$ cat src/rtl/reg_file.sv
// reg_file: 2^ADDR_W x N_bit register file for the single-cycle MIPS datapath.
// Two combinational read ports (rs -> SrcA, rt -> SrcB/store data), one debug
// read port and one synchronous write port. Register 0 is hardwired to zero.
// Optional feature macro: REGFILE_BYPASS_EN. When defined, reads that match an
// active write address return WD3 in the same cycle (write-first). Otherwise,
// reads always return stored contents (read-before-write).
module reg_file #(
  parameter int unsigned N_bit  = 32,
  parameter int unsigned ADDR_W = 5
) (
  input  logic              clk,
  input  logic              rst_n,
  input  logic [ADDR_W-1:0] A1,
  input  logic [ADDR_W-1:0] A2,
  input  logic [ADDR_W-1:0] A3,
  input  logic              WE3,
  input  logic [N_bit-1:0]  WD3,
  output logic [N_bit-1:0]  RD1,
  output logic [N_bit-1:0]  RD2,
  input  logic [ADDR_W-1:0] DbgA,
  output logic [N_bit-1:0]  DbgRD
);

  localparam int unsigned Depth = 1 << ADDR_W;

  logic [N_bit-1:0] regs_q [Depth];
  logic [N_bit-1:0] regs_d [Depth];

  // Writes to address 0 are dropped here so R[0] can never hold a value.
  logic wr_en;
  assign wr_en = WE3 && (A3 != '0);

  // Next-state: copy current contents, overlay the single write.
  always_comb begin
    regs_d = regs_q;
    if (wr_en) begin
      regs_d[A3] = WD3;
    end
    regs_d[0] = '0;
  end

  // Storage; asynchronous reset clears everything, so a write on an edge
  // that coincides with reset is lost.
  always_ff @(posedge clk or negedge rst_n) begin
    if (!rst_n) begin
      for (int i = 0; i < Depth; i++) begin
        regs_q[i] <= '0;
      end
    end else begin
      regs_q <= regs_d;
    end
  end

  logic [N_bit-1:0] rd1_raw, rd2_raw, dbg_raw;

  // Stored-content reads; address 0 forced to zero regardless of history.
  always_comb begin
    rd1_raw = (A1 == '0)   ? '0 : regs_q[A1];
    rd2_raw = (A2 == '0)   ? '0 : regs_q[A2];
    dbg_raw = (DbgA == '0) ? '0 : regs_q[DbgA];
  end

`ifdef REGFILE_BYPASS_EN
  // Bypass is gated by rst_n so all ports still read 0 during reset.
  logic byp_en;
  assign byp_en = wr_en && rst_n;

  // Write-first read ports: forward WD3 to any port matching A3.
  always_comb begin
    RD1   = (byp_en && (A1 == A3))   ? WD3 : rd1_raw;
    RD2   = (byp_en && (A2 == A3))   ? WD3 : rd2_raw;
    DbgRD = (byp_en && (DbgA == A3)) ? WD3 : dbg_raw;
  end
`else
  // Read-before-write ports: the write is only visible after the edge.
  always_comb begin
    RD1   = rd1_raw;
    RD2   = rd2_raw;
    DbgRD = dbg_raw;
  end
`endif

endmodule
$ cat config.mk
export PLATFORM = sky130hd
export DESIGN_NAME = reg_file
export DESIGN_NICKNAME = d
export VERILOG_FILES = /design/src/rtl/reg_file.sv
export SDC_FILE = /design/constraint.sdc
export NUM_CORES = 2
export LEC_CHECK = 0
export BUFFER_PORTS_ARGS = -buffer_cell sky130_fd_sc_hd__buf_2
export CAP_MARGIN = 20
export CELL_PAD_IN_SITES_DETAIL_PLACEMENT = 0
export CELL_PAD_IN_SITES_GLOBAL_PLACEMENT = 1
export CORE_MARGIN = 4
export CORE_UTILIZATION = 48
export DETAILED_ROUTE_END_ITERATION = 10
export PLACE_DENSITY_LB_ADDON = 0.1
export SYNTH_ARGS = -nofsm -noshare
export SYNTH_HDL_FRONTEND = slang
export SYNTH_SLANG_ARGS = --single-unit
$ cat constraint.sdc
create_clock -name clk -period 1.7 [get_ports clk]
set_clock_uncertainty 0.15 [all_clocks]
set_input_delay 0.085 -clock clk [delete_from_list [all_inputs] [get_ports clk]]
set_output_delay 0.085 -clock clk [all_outputs]
set_load 0.005 [all_outputs]
== Word level (Yosys, flattened, before mapping) ==
Index checks and enable logic that the tools add are counted.

* Magnitude comparators: 5
* Mux-type cells: 15
* Bitwise logic cells: 4
* Reductions and logical operators: 6

{| class="wikitable"
|+ Operator list
! kind !! count
|-
| 1024-bit bitwise mux || 1
|-
| 32-bit binary-select mux with 5-bit select || 3
|-
| 32-bit 2-to-1 mux || 10
|-
| 32-bit demux with 5-bit select || 1
|-
| 6-bit >= comparator (second input constant) || 4
|-
| 5-bit NOT with 6-bit output || 4
|-
| 5-bit logical NOT || 3
|-
| 6-bit by 1-bit less-than comparator with 1-bit output (second input constant) || 1
|-
| 5-bit nonzero test || 1
|-
| 1-bit logical AND || 2
|}

* Register bits: 992
* Input port bits: 55

== Depth between registers and ports, before layout ==
* Word-level depth: 6
* Gate-level depth with buffers: 10
* Mapped depth without buffers: 5

== Worst setup path before layout ==
OpenSTA, ideal clock, no wires.

* Kind: input-to-output
* Start: input A1[0]
* End: output RD1[0]
* Data arrival time: 1,639 ps
* Data required time: 1,465 ps
* Path slack: -174 ps
* Stages: 8
* Path through: buf_2 buf_6 buf_6 buf_4 mux4_2 mux2i_1 o32a_1 o221ai_1

* Cells in the longest elaborated chain, start to end: 5
* Elaborated cells on any way between the ends: 6
* Classes of those cells: mux (4); bitwise (1); reduce/logical (1)

{| class="wikitable"
|+ RTL lines
! item !! line !! source
|-
| start, declared || 13 || <nowiki>input logic [ADDR_W-1:0] A1,</nowiki>
|-
| 5-bit NOT with 6-bit output (not written as such) || 58 || <nowiki>rd1_raw = (A1 == '0) ? '0 : regs_q[A1];</nowiki>
|-
| 32-bit binary-select mux with 5-bit select || 58 ||
|-
| 32-bit 2-to-1 mux (not written as such) (2 in a row) || 58 ||
|-
| 32-bit 2-to-1 mux (*) || 58 ||
|-
| end, declared || 18 || <nowiki>output logic [N_bit-1:0] RD1,</nowiki>
|}

Mark *: on every way between the ends. The rest lies on a longest branch, timed or not. The select of a mux whose other input is x is not followed.

== Worst setup path after layout ==
* Start: register regs_q[806] (netlist bit)
* End: output RD1[6]

* Cells in the longest elaborated chain, start to end: 4

{| class="wikitable"
|+ RTL lines
! item !! line !! source
|-
| start, declared || 26 || <nowiki>logic [N_bit-1:0] regs_q [Depth];</nowiki>
|-
| start signal, assigned || 50 || <nowiki>regs_q <= regs_d;</nowiki>
|-
| 32-bit binary-select mux with 5-bit select || 58 ||
|-
| 32-bit 2-to-1 mux (not written as such) (2 in a row) || 58 ||
|-
| 32-bit 2-to-1 mux || 58 ||
|}

Every way passes these cells. The select of a mux whose other input is x is not followed.

==> impl_metrics.ini <==
[power_and_ir_drop]
p_leak_nw = 35.71
peakVddDrop_v = 0.0009393
power_density_mw_per_mm2 = 1052

[critical_path]
r2r_start = regs_q[801]$_DFFE_PN0P_
worstSetupPathType = flop to output pin
ff2ff_setup_slack_ns = 0.52
path_delay_family = multiplexers
crit_buf_inv = 2
arrival_ns = 2.52
cp-end-kind = output pin
r2r_cells = 3
slowest_stage = mux4_2
r2r_end = regs_q[801]$_DFFE_PN0P_
worst_path_largest_cell_delay_ns = 0.48
cp_max_fo = 4
start_kind = flop
crit_chain = mux4_2 -> nor2b_2 -> nor3_2 -> a311oi_2 -> buf_4 -> a41oi_4 -> buf_2
crit_required_ns = 1.46

[floorplan]
fp-row-count = 131
core_sq_mm = 0.1277
die_y_microns = 366.6
die_area_sq_mm = 0.1344
initial_utilization_pct = 48.35
num_io_pins = 151
fp.dieW_microns = 366.6

[synthesis]
syn_avg_cell_area_sq_um = 13.17
ys_ff_latch = 992
yosys_warnings = 0
synth.area.top_cells = dfrtp_1 40%, mux4_2 21%, mux2_2 19%
netlist.area_leader.share_pct = 40.21
ys_seq_area_share_pct = 40.21
syn_inst = 4688
synth_fp_nets = 4743
synth_cell_types = 47
synth_flop_cell = dfrtp_1
async_reset_ff_share_pct = 100.0
yosysTopAreaCell = dfrtp_1
synth_edf_count = 0
synth.cell_area_sq_mm = 0.06174
synthTopCellsByCount = 1047 x mux2_2, 992 x dfrtp_1, 580 x mux4_2, 356 x nand2_1, 266 x clkbuf_1
synth_most_common_cell = mux2_2

[drt]
routed_via_density = 6.634
wirelength_microns = 246900
routedWlPerCell_microns = 33.38
dr.pass1.iters = 6
vias = 49070
remaining_drc_errors = 0
drtIter0Drc = 5005
drtAntennaViolNets = 0

[run]
max-cap-violations = 0

[global_routing]
antenna_found_initial = 11
grt_usage_pct = 36.46
grt_first_pass_wirelength_microns = 359600
grt_max_degree = 79
grt-ovfl-total = 0
grt_pass1_vias = 49540

[sta]
hold_slack_ns = 0.02330
setup_viol = 96
worst_slew_pin_slew_ns = 0.6507
max_slew_margin_pct = 56.62
min_period_ns = 2.760
rsz0062_at_grt = true
finalSetupTns_ns = -84.51
max_freq_ghz = 0.3624
worst_slack_ns = -1.060
finalCritPeriodShare_pct = 162.3
finalHoldViolCount = 0
slew_viol_final = 0

[placement]
detailed_place_hpwl_microns = 172100
dp_cells = 7103
dpl_cell_area_sq_mm = 0.07424
gp_congestion = 0.9209
numPortBuffers = 150

[hold_path]
hold_path_depth = 4
holdPathEnd = regs_q[671]$_DFFE_PN0P_
hp-start = WE3
min_path_type = primary input to flop

[cells_and_area]
largest_reg_flops = 992
nNetsFinal = 5687
n_fill_cell = 9809
drive_above_1_share_pct = 59.25
top_register = regs_q
fin_util_pct = 63.00
final_cells = 7397
top_regs = regs_q (992)
fin_area_sq_mm = 0.08044
area_growth_pct = 30.30

[cts]
worstSkewPairLatency_ns = 0.71
path_clk_slew_ns = 0.06
cts_tree = done
numCtsBuffers = 115
cts.htree.levels = 3
root_buffer = clkbuf_16
cts_num_sinks = 992
clockBufferDepth = 3

[status]
status = finished, violations left
violations = setup timing
layout make-up:
cell class                      instances  area (sq um)  share of cell area (%)
Clock buffer                          163          3413                   4.243
Sequential cell                       992         24830                   30.86
Inverter                               10         47.55                 0.05911
Tap cell                             1662          2079                   2.585
Multi-Input combinational cell       3172         35930                   44.66
Clock inverter                         52         590.6                  0.7341
Timing Repair Buffer                 1341         13550                   16.84
Antenna cell                            5         12.51                 0.01555
worst min-delay path, cell delays in order:
cell and delay (ns):
buf_2 0.13, and3_2 0.30, nand2_4 0.17, mux2_2 0.17
worst max path at each step:
stage / start / end / slack [ns] / depth (start not counted)
after floorplan: A1[0] / RD1[19] / -0.09 / 7
after global placement: A1[0] / RD1[6] / -0.74 / 9
after detailed placement: A1[0] / RD1[6] / -0.75 / 9
after CTS: regs_q[806]$_DFFE_PN0P_ / RD1[6] / -1.13 / 7
after global routing: regs_q[384]$_DFFE_PN0P_ / DbgRD[0] / -1.11 / 7
final: regs_q[806]$_DFFE_PN0P_ / RD1[6] / -1.06 / 7
power breakdown:
| group | internal, W | leakage (nW) | switching [W] | total, W |
|---|---|---|---|---|
| registers | 0.0282 | 12.7 | 0.00409 | 0.0323 |
| logic | 0.0153 | 21.0 | 0.0105 | 0.0258 |
| clock network | 0.0156 | 2.00 | 0.0109 | 0.0265 |
cells in the final DEF (no fill, tap or decap), drive strengths merged, types with 3 or more instances in the layout:
| master | Yosys | routed |
|---|---|---|
| mux4 | 580 | 580 |
| bufinv | 0 | 11 |
| or3 | 11 | 11 |
| o211ai | 62 | 62 |
| a41oi | 4 | 4 |
| a22o | 6 | 6 |
| nand4 | 8 | 8 |
| buf | 248 | 1298 |
| nand2 | 356 | 356 |
| nand3 | 70 | 70 |
| nor3b | 4 | 4 |
| dfrtp | 992 | 992 |
| mux2i | 264 | 264 |
| dlygate4sd3 | 0 | 43 |
| a221oi | 86 | 86 |
| o221ai | 12 | 12 |
| inv | 8 | 11 |
| diode | 0 | 5 |
| nor3 | 78 | 78 |
| a311oi | 6 | 6 |
| and3 | 3 | 3 |
| o21ai | 72 | 72 |
| mux2 | 1086 | 1086 |
| clkinv | 2 | 37 |
| o32a | 12 | 12 |
| and2 | 4 | 4 |
| nand3b | 6 | 6 |
| clkbuf | 266 | 163 |
| a21oi | 196 | 196 |
| nor2 | 98 | 98 |
| a22oi | 36 | 36 |
| clkinvlp | 0 | 3 |
| nor2b | 96 | 96 |
repair_timing:
| action | 4_1_cts | 5_1_grt |
|---|---|---|
| hold buffers | 44 | 1 |
| pin swaps | 148 | 95 |
| endpoints found under the setup margin | 96 | 230 |
| gates resized for setup | 250 | 106 |
| hold endpoints to repair | 1984 | 60 |
| buffers inserted | 27 | 14 |
routing by layer:
metal	wire, microns	part of all wire [%]	vias to the layer above	global-route usage, %
met5	28	0.011	-	0
met4	9180	3.7	4	12.71
met3	22310	9.0	502	7.826
met2	110600	45	2552	54.80
met1	104800	42	26000	52.74
li1	-	-	20010	-
metrics by stage:
stage	setup WS, ns	total power, W
global placement	-0.7401	0.05588
global route	-1.109	0.08798
finish	-1.060	0.08461
CTS	-1.126	0.08411
detailed placement	-0.7502	0.05650
floorplan	-0.08520	0.04597
logic make-up after synthesis:
logic type             Yosys count  share of synthesized area, %
multiplexers                  1930                         45.30
flip-flops                     992                         40.21
AND/OR/NAND/NOR                740                         5.389
buffers and inverters          524                         3.717
AO/OA/AOI/OAI                  502                         5.387
Power figures use the tool's default switching activity.
